[src/rtl/host_cmd_framer.sv]
// host_cmd_framer
//   Expands one host command into the system command byte sequence and
//   serialises each byte as a UART frame on a single line:
//   start(0), 8 data bits LSB first, optional parity, stop(1), GAP_BITS idle bits.
//
//   Byte sequences:
//     CMD_TYPE 00 write        : AA, ADDR, DATA
//     CMD_TYPE 01 read         : BB, ADDR
//     CMD_TYPE 10 ALU operands : CC, DATA, OPB, FUN
//     CMD_TYPE 11 ALU no ops   : DD, FUN
//
// Parameters
//   BIT_CLKS  clock cycles per serial bit (>= 2)
//   GAP_BITS  idle bit periods after every stop bit (0..15)
//
// Ports
//   CLK, RST         clock, synchronous active-high reset
//   CMD_VALID/READY  command handshake; READY is high exactly in IDLE
//   CMD_TYPE         command kind (see above)
//   CMD_ADDR/DATA/OPB/FUN  command byte fields
//   PAR_EN, PAR_TYP  parity enable / odd parity, sampled at accept
//   SER_OUT          registered serial line, idle high
//   BUSY             high while a command is on the line
//   CMD_DONE         one-cycle pulse in the first IDLE cycle after a command
module host_cmd_framer #(
  parameter int BIT_CLKS = 32,
  parameter int GAP_BITS = 1
) (
  input  logic       CLK,
  input  logic       RST,
  input  logic       CMD_VALID,
  output logic       CMD_READY,
  input  logic [1:0] CMD_TYPE,
  input  logic [7:0] CMD_ADDR,
  input  logic [7:0] CMD_DATA,
  input  logic [7:0] CMD_OPB,
  input  logic [7:0] CMD_FUN,
  input  logic       PAR_EN,
  input  logic       PAR_TYP,
  output logic       SER_OUT,
  output logic       BUSY,
  output logic       CMD_DONE
);

  localparam int CNT_W = $clog2(BIT_CLKS);
  localparam logic [CNT_W-1:0] BIT_LAST = CNT_W'(BIT_CLKS - 1);
  localparam logic [3:0] GAP_LAST = (GAP_BITS > 0) ? 4'(GAP_BITS - 1) : 4'd0;

  typedef enum logic [2:0] {
    S_IDLE,
    S_START,
    S_DATA,
    S_PARITY,
    S_STOP,
    S_GAP
  } state_t;

  state_t           state, state_nx;
  logic [CNT_W-1:0] bit_cnt, bit_cnt_nx;
  logic [2:0]       bit_idx, bit_idx_nx;
  logic [3:0]       gap_cnt, gap_cnt_nx;
  logic [1:0]       byte_idx, byte_idx_nx;
  logic             ser_r, ser_nx;
  logic             done_r, done_nx;

  logic [1:0]       type_r;
  logic [7:0]       addr_r, data_r, opb_r, fun_r;
  logic             par_en_r, par_typ_r;

  logic             accept;
  logic             bit_end;
  logic             last_byte;
  logic [7:0]       cur_byte;

  // Byte at position idx of the command's sequence.
  function automatic logic [7:0] sel_byte(input logic [1:0] typ, input logic [1:0] idx,
                                          input logic [7:0] addr, input logic [7:0] data,
                                          input logic [7:0] opb, input logic [7:0] fun);
    logic [7:0] b;
    b = 8'hFF;
    case (typ)
      2'b00: b = (idx == 2'd0) ? 8'hAA : (idx == 2'd1) ? addr : data;
      2'b01: b = (idx == 2'd0) ? 8'hBB : addr;
      2'b10: b = (idx == 2'd0) ? 8'hCC : (idx == 2'd1) ? data : (idx == 2'd2) ? opb : fun;
      default: b = (idx == 2'd0) ? 8'hDD : fun;
    endcase
    return b;
  endfunction

  // Index of the final byte for each command kind.
  function automatic logic [1:0] last_idx(input logic [1:0] typ);
    logic [1:0] n;
    case (typ)
      2'b00:   n = 2'd2;
      2'b10:   n = 2'd3;
      default: n = 2'd1;
    endcase
    return n;
  endfunction

  function automatic logic parity_bit(input logic [7:0] b, input logic odd);
    return (^b) ^ odd;
  endfunction

  assign CMD_READY = (state == S_IDLE);
  assign BUSY      = (state != S_IDLE);
  assign SER_OUT   = ser_r;
  assign CMD_DONE  = done_r;

  always_comb begin
    accept     = CMD_VALID && (state == S_IDLE) && !RST;
    bit_end    = (bit_cnt == BIT_LAST);
    cur_byte   = sel_byte(type_r, byte_idx, addr_r, data_r, opb_r, fun_r);
    last_byte  = (byte_idx == last_idx(type_r));

    state_nx    = state;
    bit_cnt_nx  = bit_end ? '0 : bit_cnt + CNT_W'(1);
    bit_idx_nx  = bit_idx;
    gap_cnt_nx  = gap_cnt;
    byte_idx_nx = byte_idx;
    done_nx     = 1'b0;
    ser_nx      = 1'b1;

    case (state)
      S_IDLE: begin
        bit_cnt_nx = '0;
        if (accept) begin
          state_nx    = S_START;
          byte_idx_nx = 2'd0;
        end
      end
      S_START: begin
        if (bit_end) begin
          state_nx   = S_DATA;
          bit_idx_nx = 3'd0;
        end
      end
      S_DATA: begin
        if (bit_end) begin
          if (bit_idx == 3'd7) begin
            state_nx = par_en_r ? S_PARITY : S_STOP;
          end else begin
            bit_idx_nx = bit_idx + 3'd1;
          end
        end
      end
      S_PARITY: begin
        if (bit_end) state_nx = S_STOP;
      end
      S_STOP: begin
        if (bit_end) begin
          if (GAP_BITS > 0) begin
            state_nx   = S_GAP;
            gap_cnt_nx = 4'd0;
          end else if (last_byte) begin
            state_nx = S_IDLE;
            done_nx  = 1'b1;
          end else begin
            state_nx    = S_START;
            byte_idx_nx = byte_idx + 2'd1;
          end
        end
      end
      S_GAP: begin
        if (bit_end) begin
          if (gap_cnt != GAP_LAST) begin
            gap_cnt_nx = gap_cnt + 4'd1;
          end else if (last_byte) begin
            state_nx = S_IDLE;
            done_nx  = 1'b1;
          end else begin
            state_nx    = S_START;
            byte_idx_nx = byte_idx + 2'd1;
          end
        end
      end
      default: state_nx = S_IDLE;
    endcase

    // Line level is computed for the state being entered so the registered
    // output lines up with the state register.  Entering DATA or PARITY never
    // changes byte_idx, so cur_byte is already the right byte.
    case (state_nx)
      S_START:  ser_nx = 1'b0;
      S_DATA:   ser_nx = cur_byte[bit_idx_nx];
      S_PARITY: ser_nx = parity_bit(cur_byte, par_typ_r);
      default:  ser_nx = 1'b1;
    endcase
  end

  // Control state
  always_ff @(posedge CLK) begin
    if (RST) begin
      state    <= S_IDLE;
      bit_cnt  <= '0;
      bit_idx  <= 3'd0;
      gap_cnt  <= 4'd0;
      byte_idx <= 2'd0;
      ser_r    <= 1'b1;
      done_r   <= 1'b0;
    end else begin
      state    <= state_nx;
      bit_cnt  <= bit_cnt_nx;
      bit_idx  <= bit_idx_nx;
      gap_cnt  <= gap_cnt_nx;
      byte_idx <= byte_idx_nx;
      ser_r    <= ser_nx;
      done_r   <= done_nx;
    end
  end

  // Command capture: fields are frozen for the whole command.
  always_ff @(posedge CLK) begin
    if (accept) begin
      type_r    <= CMD_TYPE;
      addr_r    <= CMD_ADDR;
      data_r    <= CMD_DATA;
      opb_r     <= CMD_OPB;
      fun_r     <= CMD_FUN;
      par_en_r  <= PAR_EN;
      par_typ_r <= PAR_TYP;
    end
  end

endmodule

[config.mk]
export PLATFORM = sky130hd
export DESIGN_NAME = host_cmd_framer
export DESIGN_NICKNAME = d
export VERILOG_FILES = /design/src/rtl/host_cmd_framer.sv
export SDC_FILE = /design/constraint.sdc
export NUM_CORES = 1
export LEC_CHECK = 0
export ABC_CLOCK_PERIOD_IN_PS = 7750
export CORE_UTILIZATION = 55
export DETAILED_ROUTE_END_ITERATION = 10
export MAX_ROUTING_LAYER = met4
export PLACE_DENSITY = 0.81
export SYNTH_ARGS = -nofsm -noshare
export SYNTH_HDL_FRONTEND = slang
export SYNTH_SLANG_ARGS = --single-unit
[constraint.sdc]
create_clock -name CLK -period 7.75 [get_ports CLK]
set_input_delay 1.9375 -clock CLK [delete_from_list [all_inputs] [get_ports CLK]]
set_output_delay 1.9375 -clock CLK [all_outputs]
set_load 0.05 [all_outputs]
==> out/metrics.json <==
{
  "die-width_um": 74.6,
  "ff2ff_path_depth": 9,
  "syn-instance-count": 261,
  "io_pins": 43,
  "power_per_cell_area_nw_per_um2": 159,
  "max-slew-margin-rel": 0.436,
  "maxcap_viol_count": 0,
  "post_cts_resize_count": 0,
  "met1_usage": 0.269,
  "final_std_cells_w_o_fill": 366,
  "fin_hold_ws_ns": 0.459,
  "period_needed_ns": 4.05,
  "antenna_found_initial": 0,
  "first_global_vias": 1908,
  "final_net_count": 343,
  "max_freq_mhz": 247,
  "tritoncts": "done",
  "timing.hold.worst.start": "bit_cnt[0]$_SDFF_PP0_",
  "yosys_warnings": 0,
  "insertion_delay_ns": 0.30,
  "grt.met3_usage": 0.0339,
  "ff2ff_setup_slack_ns": 4.65,
  "post_cts_hold_buffer_count": 0,
  "worst-path-max-fanout": 15,
  "worst_hold_path_type": "reg -> reg",
  "tightest_slew_ns": 0.846,
  "cts.reportedPaths.clkPinSlew_ns": 0.09,
  "global_route_usage_sum": 0.215,
  "pin_count_of_the_biggest_net_entering_global_routing": 39,
  "drt_drc_violations_left": 0,
  "gr-usage-met2": 0.356,
  "start_util": 0.571,
  "most_frequent_cells_in_the_layout": "42 x clkdlybuf4s50_1, 36 x edfxtp_1, 21 x nor2_1",
  "core_sq_um": 5070,
  "synth-async-reset-ratio": 0,
  "total_nets_after_synthesis": 308,
  "crit_path_end_kind": "output port",
  "area_growth_syn_to_layout_pct": 17.6,
  "syn_area_sq_um": 2900,
  "clk_path_buf_depth": 2,
  "cts.root.buffer_cell": "clkbuf_8",
  "critical_path.reg2reg.endpoint": "SER_OUT$_SDFF_PP1_",
  "dp.final_hpwl_um": 3830,
  "synth.top_cell.area_share": 0.373,
  "syn_avg_cell_area_sq_um": 11.1,
  "antenna-diode-count": 0,
  "h_tree_depth_reported_by_cts": 2,
  "drive_gt1_frac": 0.0642,
  "final.setup.worst_slack_ns": 3.70,
  "criticalPathCategory": "reg -> out",
  "layout_commonest_cell": "clkdlybuf4s50_1",
  "finalPower_mw": 0.540,
  "rsz_0062_raised_after_global_routing": "no",
  "placement_rows": 26,
  "number_of_cts_inserted_buffers": 5,
  "outcome": "finished clean",
  "finish.utilization": 0.671,
  "worstSetupStartpoint": "state[0]$_SDFF_PP0_",
  "finalSetupViolCount": 0,
  "startpoint_type_of_the_worst_setup_path": "flip-flop",
  "drt_iter0_markers": 109,
  "instance_area_after_placement_sq_um": 3320,
  "final-hold-violation-count": 0,
  "dp_worst_setup_slack_ns": 3.66,
  "skew_ns": 0.00583,
  "synth-main-ff-cell": "edfxtp_1",
  "wl_per_cell_um": 14.3,
  "synth_cell_types": 56,
  "place_inst": 359,
  "grt_first_pass_wirelength_um": 8740,
  "timing.critical_path.required_ns": 5.81,
  "design_area_sq_um": 3410,
  "irDropWorstVdd_v": 0.000136,
  "avgViaCountPerCell": 5.54,
  "place.port_buffers": 42,
  "cellLeakagePower_nw": 1.19,
  "clock_sink_count": 55,
  "grt.overflow.total": 0,
  "synth_area_leaders": "edfxtp_1 37%, dfxtp_1 13%, mux2i_1 4.5%",
  "detailroute.via_count": 2029,
  "finalWeightedCongestion": 0.822,
  "die_height_um": 74.6,
  "yosys_register_bits": 55,
  "worst_setup_path_endpoint": "CMD_READY",
  "cp.arrival_ns": 2.11,
  "worstReg2RegStart": "byte_idx[1]$_SDFFE_PP0P_",
  "area_of_the_die_sq_um": 5560,
  "postCtsSetupBuffers": 0,
  "sequential_cell_area_fraction_in_the_yosys_report": 0.505,
  "layout_worst_path_cycle_share": 0.522,
  "final_max_slew_viol_count": 0,
  "synth_top_area_cell": "edfxtp_1",
  "firstDrtPassIters": 6,
  "grt.busiest_layer": "met2",
  "postRouteAntennaNets": 0,
  "wirelength_um": 5240,
  "fin_setup_tns_ns": 0,
  "count_of_flip_flops_with_a_built_in_enable_after_synthesis": 36
}
-- worst min path at each step --
stage | to | cells past startpoint | slack, ns
3_5_place_dp | bit_cnt[0]$_SDFF_PP0_ | 1 | 0.45
2_1_floorplan | bit_cnt[0]$_SDFF_PP0_ | 1 | 0.42
3_3_place_gp | bit_cnt[0]$_SDFF_PP0_ | 1 | 0.44
6_report | bit_cnt[0]$_SDFF_PP0_ | 1 | 0.46
5_1_grt | bit_cnt[0]$_SDFF_PP0_ | 1 | 0.50
4_1_cts | bit_cnt[0]$_SDFF_PP0_ | 1 | 0.46
-- cell type report --
type,count,area (sq um)
fillers,414,1670
flip-flops and latches,55,1460
clock buffers,5,68.8
clock inverters,2,12.5
inverters,11,41.3
repair buffers,43,428
well taps,70,87.6
multi-input cells,180,1310
-- Yosys cell counts, types with 5 or more instances --
cell type and instances:
a211o_1 6, a211oi_1 8, a21oi_1 8, clkbuf_1 6, dfxtp_1 19, edfxtp_1 36
ha_1 8, inv_1 11, mux2i_1 13, nand2_1 11, nand2b_1 5, nand4_1 6
nor2_1 21, nor2b_1 11, nor3_1 7, xnor2_1 8
-- state kept, by name, summed over array words and instances (netlist names) --
name       flops
CMD_DONE       1
SER_OUT        1
addr_r         8
bit_cnt        5
bit_idx        3
byte_idx       2
data_r         8
fun_r          8
gap_cnt        4
opb_r          8
par_en_r       1
par_typ_r      1
state          3
type_r         2
-- power by group --
group	total [mW]	switching (mW)	internal (mW)	leakage (nW)
logic	0.0573	0.0233	0.0340	0.663
clock network	0.150	0.0878	0.0621	0.0420
registers	0.333	0.00874	0.324	0.489
total	0.540	0.120	0.420	1.19
-- critical path: stages (launching register included) --
cell             delay [ns]
dfxtp_1                0.47
nor3_1                 0.45
clkdlybuf4s50_1        0.89
-- cells by family (layout without fill, tap and decap cells) --
| family | Yosys count | count (layout) | synth area share |
|---|---|---|---|
| and+or+nand+nor | 89 | 89 | 0.168 |
| AOI/OAI and AO/OA | 53 | 53 | 0.142 |
| xor gates and xnor gates | 13 | 13 | 0.0441 |
| DFF | 55 | 55 | 0.505 |
| adders and majority gates | 8 | 8 | 0.0346 |
| buffers and inverters | 26 | 61 | 0.0458 |
| muxes | 17 | 17 | 0.0605 |
-- per-layer routing --
| layer | up-vias | share of wire |
|---|---|---|
| li1 | 1040 | - |
| met1 | 944 | 0.46 |
| met2 | 38 | 0.50 |
| met3 | 7 | 0.027 |
| met4 | 0 | 0.017 |
| met5 | - | 0 |
Power figures use the tool's default switching activity.
==> patch 1 (same flow settings) <==
Re-encode `state_t` (6 states) as one-hot, 6 bits wide.
--- a/src/rtl/host_cmd_framer.sv
+++ b/src/rtl/host_cmd_framer.sv
@@ -46,13 +46,13 @@
   localparam logic [CNT_W-1:0] BIT_LAST = CNT_W'(BIT_CLKS - 1);
   localparam logic [3:0] GAP_LAST = (GAP_BITS > 0) ? 4'(GAP_BITS - 1) : 4'd0;
 
-  typedef enum logic [2:0] {
-    S_IDLE,
-    S_START,
-    S_DATA,
-    S_PARITY,
-    S_STOP,
-    S_GAP
+  typedef enum logic [5:0] {
+    S_IDLE   = 6'b000001,
+    S_START  = 6'b000010,
+    S_DATA   = 6'b000100,
+    S_PARITY = 6'b001000,
+    S_STOP   = 6'b010000,
+    S_GAP    = 6'b100000
   } state_t;
 
   state_t           state, state_nx;
Function: no difference found for any inputs over 10 cycles, from zero or initial values and one cycle with RST high; not proved beyond that.
==> patch 1 against the unedited design <==
Register-to-register slack better by 0.02 ns. Combinational power increased by 9.8%. Critical path type unchanged. Sequential power up 5%. Setup slack lost 0.092 ns. Design area increased by 8.5%. Clock skew is essentially flat. Sequential cell count increased by 3. Routed wire length up 17%. First-iteration DRC count rose by 15%. Area after synthesis is 6.7% higher. Total power up 24%. Critical endpoint unchanged. Core utilization is 3.0 points higher.
==> patch 1: results (changes against the unedited design) <==
stage	metric	value	unit	change
status	status	complete, no violations		unchanged
global_routing	gr-usage-met3	4.40	%	was 3.39%
yosys	syn_nets	337		was 308
critical_path	path_max_fanout	7		was 15
timing	max-slew-margin-rel	37.3	%	was 43.6%
timing	skew	0.00539	ns	was 0.00583 ns
yosys	ys_top_cells_by_count	edfxtp_1 (36), nor2_1 (29), dfxtp_1 (22)		was edfxtp_1 (36), nor2_1 (21), dfxtp_1 (19)
route	route.met2.wl	2910	um	was 2610 um
clock_network	clkLatencyLatePin	0.33	ns	was 0.30 ns
final_layout	diodes	0		unchanged
pwr	p_seq	349	uW	was 333 uW
route	wl_per_cell	15.2	um	was 14.3 um
yosys	yosysWarnings	0		unchanged
yosys	synth_fa_ha_area_share	3.24	%	was 3.46%
placed_design	dp_slack	3.64	ns	was 3.66 ns
pwr	peakVddDrop	130	uV	was 136 uV
pwr	intPower	519	uW	was 420 uW
yosys	yosysSeqAreaShare	49.2	%	was 50.5%
route	drt-initial-drc-count	125		was 109
yosys	synthXorXnorAreaFrac	4.74	%	was 4.41%
critical_path	crit_type	reg2out		unchanged
yosys	async_flop_share	0	%	unchanged
yosys	synth_edf_count	36		unchanged
global_routing	antenna_found_initial	0		unchanged
clock_network	cts-buffers-inserted	9		was 5
route	drt-pass1-iter-count	4		was 6
placed_design	dp_cells	387		was 359
placed_design	place_congestion	0.848		was 0.822
yosys	synthCells	290		was 261
route	met1_length	2760	um	was 2400 um
global_routing	grt_pass1_wl	10400	um	was 8740 um
global_routing	grtUsageTotal	23.8	%	was 21.5%
final_layout	drive_above_1_share	8.71	%	was 6.42%
clock_network	clkTransAtPathRegs	0.06	ns	was 0.09 ns
pwr	cellPowerDensity	181	nW/um^2	was 159 nW/um^2
global_routing	grt_max_degree	30		was 39
route	dr_wl_met3	383	um	was 139 um
critical_path	slowest_delay	0.85	ns	was 0.89 ns
yosys	synthMuxAreaShare	4.37	%	was 6.05%
yosys	synth-compound-area-share	16.3	%	was 14.2%
clock_network	clock_path_buffers	2		unchanged
pwr	leakage	0.00131	uW	was 0.00119 uW
pwr	comb-power	62.9	uW	was 57.3 uW
yosys	netlist_top_cells_area	edfxtp_1 (35%), dfxtp_1 (14%), nor2_1 (3.5%)		was edfxtp_1 (37%), dfxtp_1 (13%), mux2i_1 (4.5%)
global_routing	grt_pass1_vias	2233		was 1908
clock_network	cts-root-buf	clkbuf_8		unchanged
global_routing	top_usage_layer	met2		unchanged
global_routing	met2_usage	36.7	%	was 35.6%
final_layout	num-nets-final	375		was 343
min_path	hold_class	reg2reg		unchanged
route	via_count	2319		was 2029
critical_path	worst_ep_arrival_time	2.20	ns	was 2.11 ns
clock_network	post_cts_buffers	0		unchanged
final_layout	fin_cells	403		was 366
critical_path	crit_start	state[4]		was state[0]
clock_network	h-tree-depth	3		was 2
global_routing	grtUsageMet1	29.9	%	was 26.9%
placed_design	hpwlAfterDp	4410	um	was 3830 um
yosys	synth.distinct_cells	63		was 56
placed_design	dpl_cell_area	3510	um^2	was 3320 um^2
-- patch 1: cell types whose count changed after synthesis, sizes merged, moves of 5 or more --
cell | before | now
a21oi | 8 | 17
xnor2 | 8 | 1
o21ai | 4 | 13
nor2b | 11 | 6
nand2 | 11 | 21
nor2 | 21 | 31
-- patch 1: worst paths after layout --
check | end | slack, ns | cells after the start
hold / removal | bit_cnt[0] | 0.45 | 1
setup reg to reg | SER_OUT | 4.67 | 8
setup / recovery | CMD_READY | 3.61 | 3
hold reg to reg | bit_cnt[0] | 0.45 | 1
-- patch 1: cell type report --
| type | instances | area (um^2) |
|---|---|---|
| inverters | 11 | 41.3 |
| multi-input cells | 205 | 1430 |
| well taps | 70 | 87.6 |
| clock buffers | 14 | 174 |
| fillers | 417 | 1570 |
| clock inverters | 2 | 10.0 |
| repair buffers | 43 | 428 |
| flip-flops and latches | 58 | 1520 |
==> patch 2 (same settings) <==
Without the edit above. Change the parameter `BIT_CLKS` from 32 to 16.
--- a/src/rtl/host_cmd_framer.sv
+++ b/src/rtl/host_cmd_framer.sv
@@ -23,7 +23,7 @@
 //   BUSY             high while a command is on the line
 //   CMD_DONE         one-cycle pulse in the first IDLE cycle after a command
 module host_cmd_framer #(
-  parameter int BIT_CLKS = 32,
+  parameter int BIT_CLKS = 16,
   parameter int GAP_BITS = 1
 ) (
   input  logic       CLK,
Function: same outputs for any inputs over 10 cycles, from zero or initial values and one cycle with RST high; that may be too few to reach the edited logic, so the function may still have changed.
==> patch 2 against the unedited design <==
Design area fell by 0.55%. Hold slack got worse by 0.0062 ns. Via count rose by 8.0%. Sequential cell count fell by 1. Area after synthesis rose by 1.6%. First-iteration DRC count rose by 34%. Routed wire length rose by 5.2%. Combinational power rose by 3%. Final cell count rose by 3.3%. Total power fell by 1.3%. Register-to-register slack got worse by 0.09 ns. Setup slack got worse by 0.20 ns.
==> patch 2: results (changes against the unedited design) <==
stage	metric	value	unit	change
route	drt-initial-drc-count	146		was 109
final_layout	clkbuf_count	6		was 5
yosys	syn_avg_cell_area	10.9	um^2	was 11.1 um^2
route	routed_wl	5510	um	was 5240 um
final_layout	num-nets-final	353		was 343
route	route.met2.wl	2620	um	was 2610 um
pwr	swShare	22.6	%	was 22.2%
final_layout	multi_input_cells	190		was 180
placed_design	place_congestion	0.860		was 0.822
pwr	peakVddDrop	124	uV	was 136 uV
route	via_count	2192		was 2029
critical_path	path_max_fanout	38		was 15
global_routing	grtUsageMet1	29.3	%	was 26.9%
yosys	yosysSeqAreaShare	49.0	%	was 50.5%
final_layout	multi_input_area_share	38.4	%	about the same
route	met1_length	2530	um	was 2400 um
route	dr_wl_met3	262	um	was 139 um
placed_design	dpl_cell_area	3310	um^2	was 3320 um^2
yosys	synth_seq_cells	54		was 55
yosys	synthMuxAreaShare	4.89	%	was 6.05%
final_layout	buf_share	12.6	%	about the same
yosys	synth.distinct_cells	66		was 56
timing	skew	0.00363	ns	was 0.00583 ns
placed_design	hpwlAfterDp	3960	um	was 3830 um
final_layout	inv_count	13		was 11
final_layout	multiInputGateArea	1300	um^2	was 1310 um^2
global_routing	grtUsageTotal	22.0	%	was 21.5%
final_layout	regArea	1440	um^2	was 1460 um^2
final_layout	fill_cells	454		was 414
status	status	complete, no violations		unchanged
global_routing	met2_usage	34.1	%	was 35.6%
critical_path	r2r_cells	10		was 9
final_layout	drive_above_1_share	7.14	%	was 6.42%
yosys	synth-compound-area-share	16.9	%	was 14.2%
==> patch 2: stage by stage <==
| stage | worst slack [ns] | hold slack, ns |
|---|---|---|
| floorplan | 3.52 | 0.418 |
| global placement | 3.31 | 0.431 |
| detailed placement | 3.19 | 0.442 |
| CTS | 3.50 | 0.458 |
| global route | 3.30 | 0.497 |
| finish | 3.50 | 0.453 |
==> patch 2: path summary, 6_finish.rpt <==
kind / start / endpoint
hold reg to reg: bit_cnt[0] / bit_cnt[0]
setup reg to reg: byte_idx[1] / SER_OUT
hold / removal: bit_cnt[0] / bit_cnt[0]
setup / recovery: RST / SER_OUT
==> patch 2: power by group through the flow <==
stage               Combinational [uW]  Clock, uW  Sequential (uW)
floorplan                         33.4          0              332
global placement                  57.9          0              334
detailed placement                59.0          0              334
CTS                               59.2        150              327
global route                      63.5        161              329
finish                            59.1        147              327
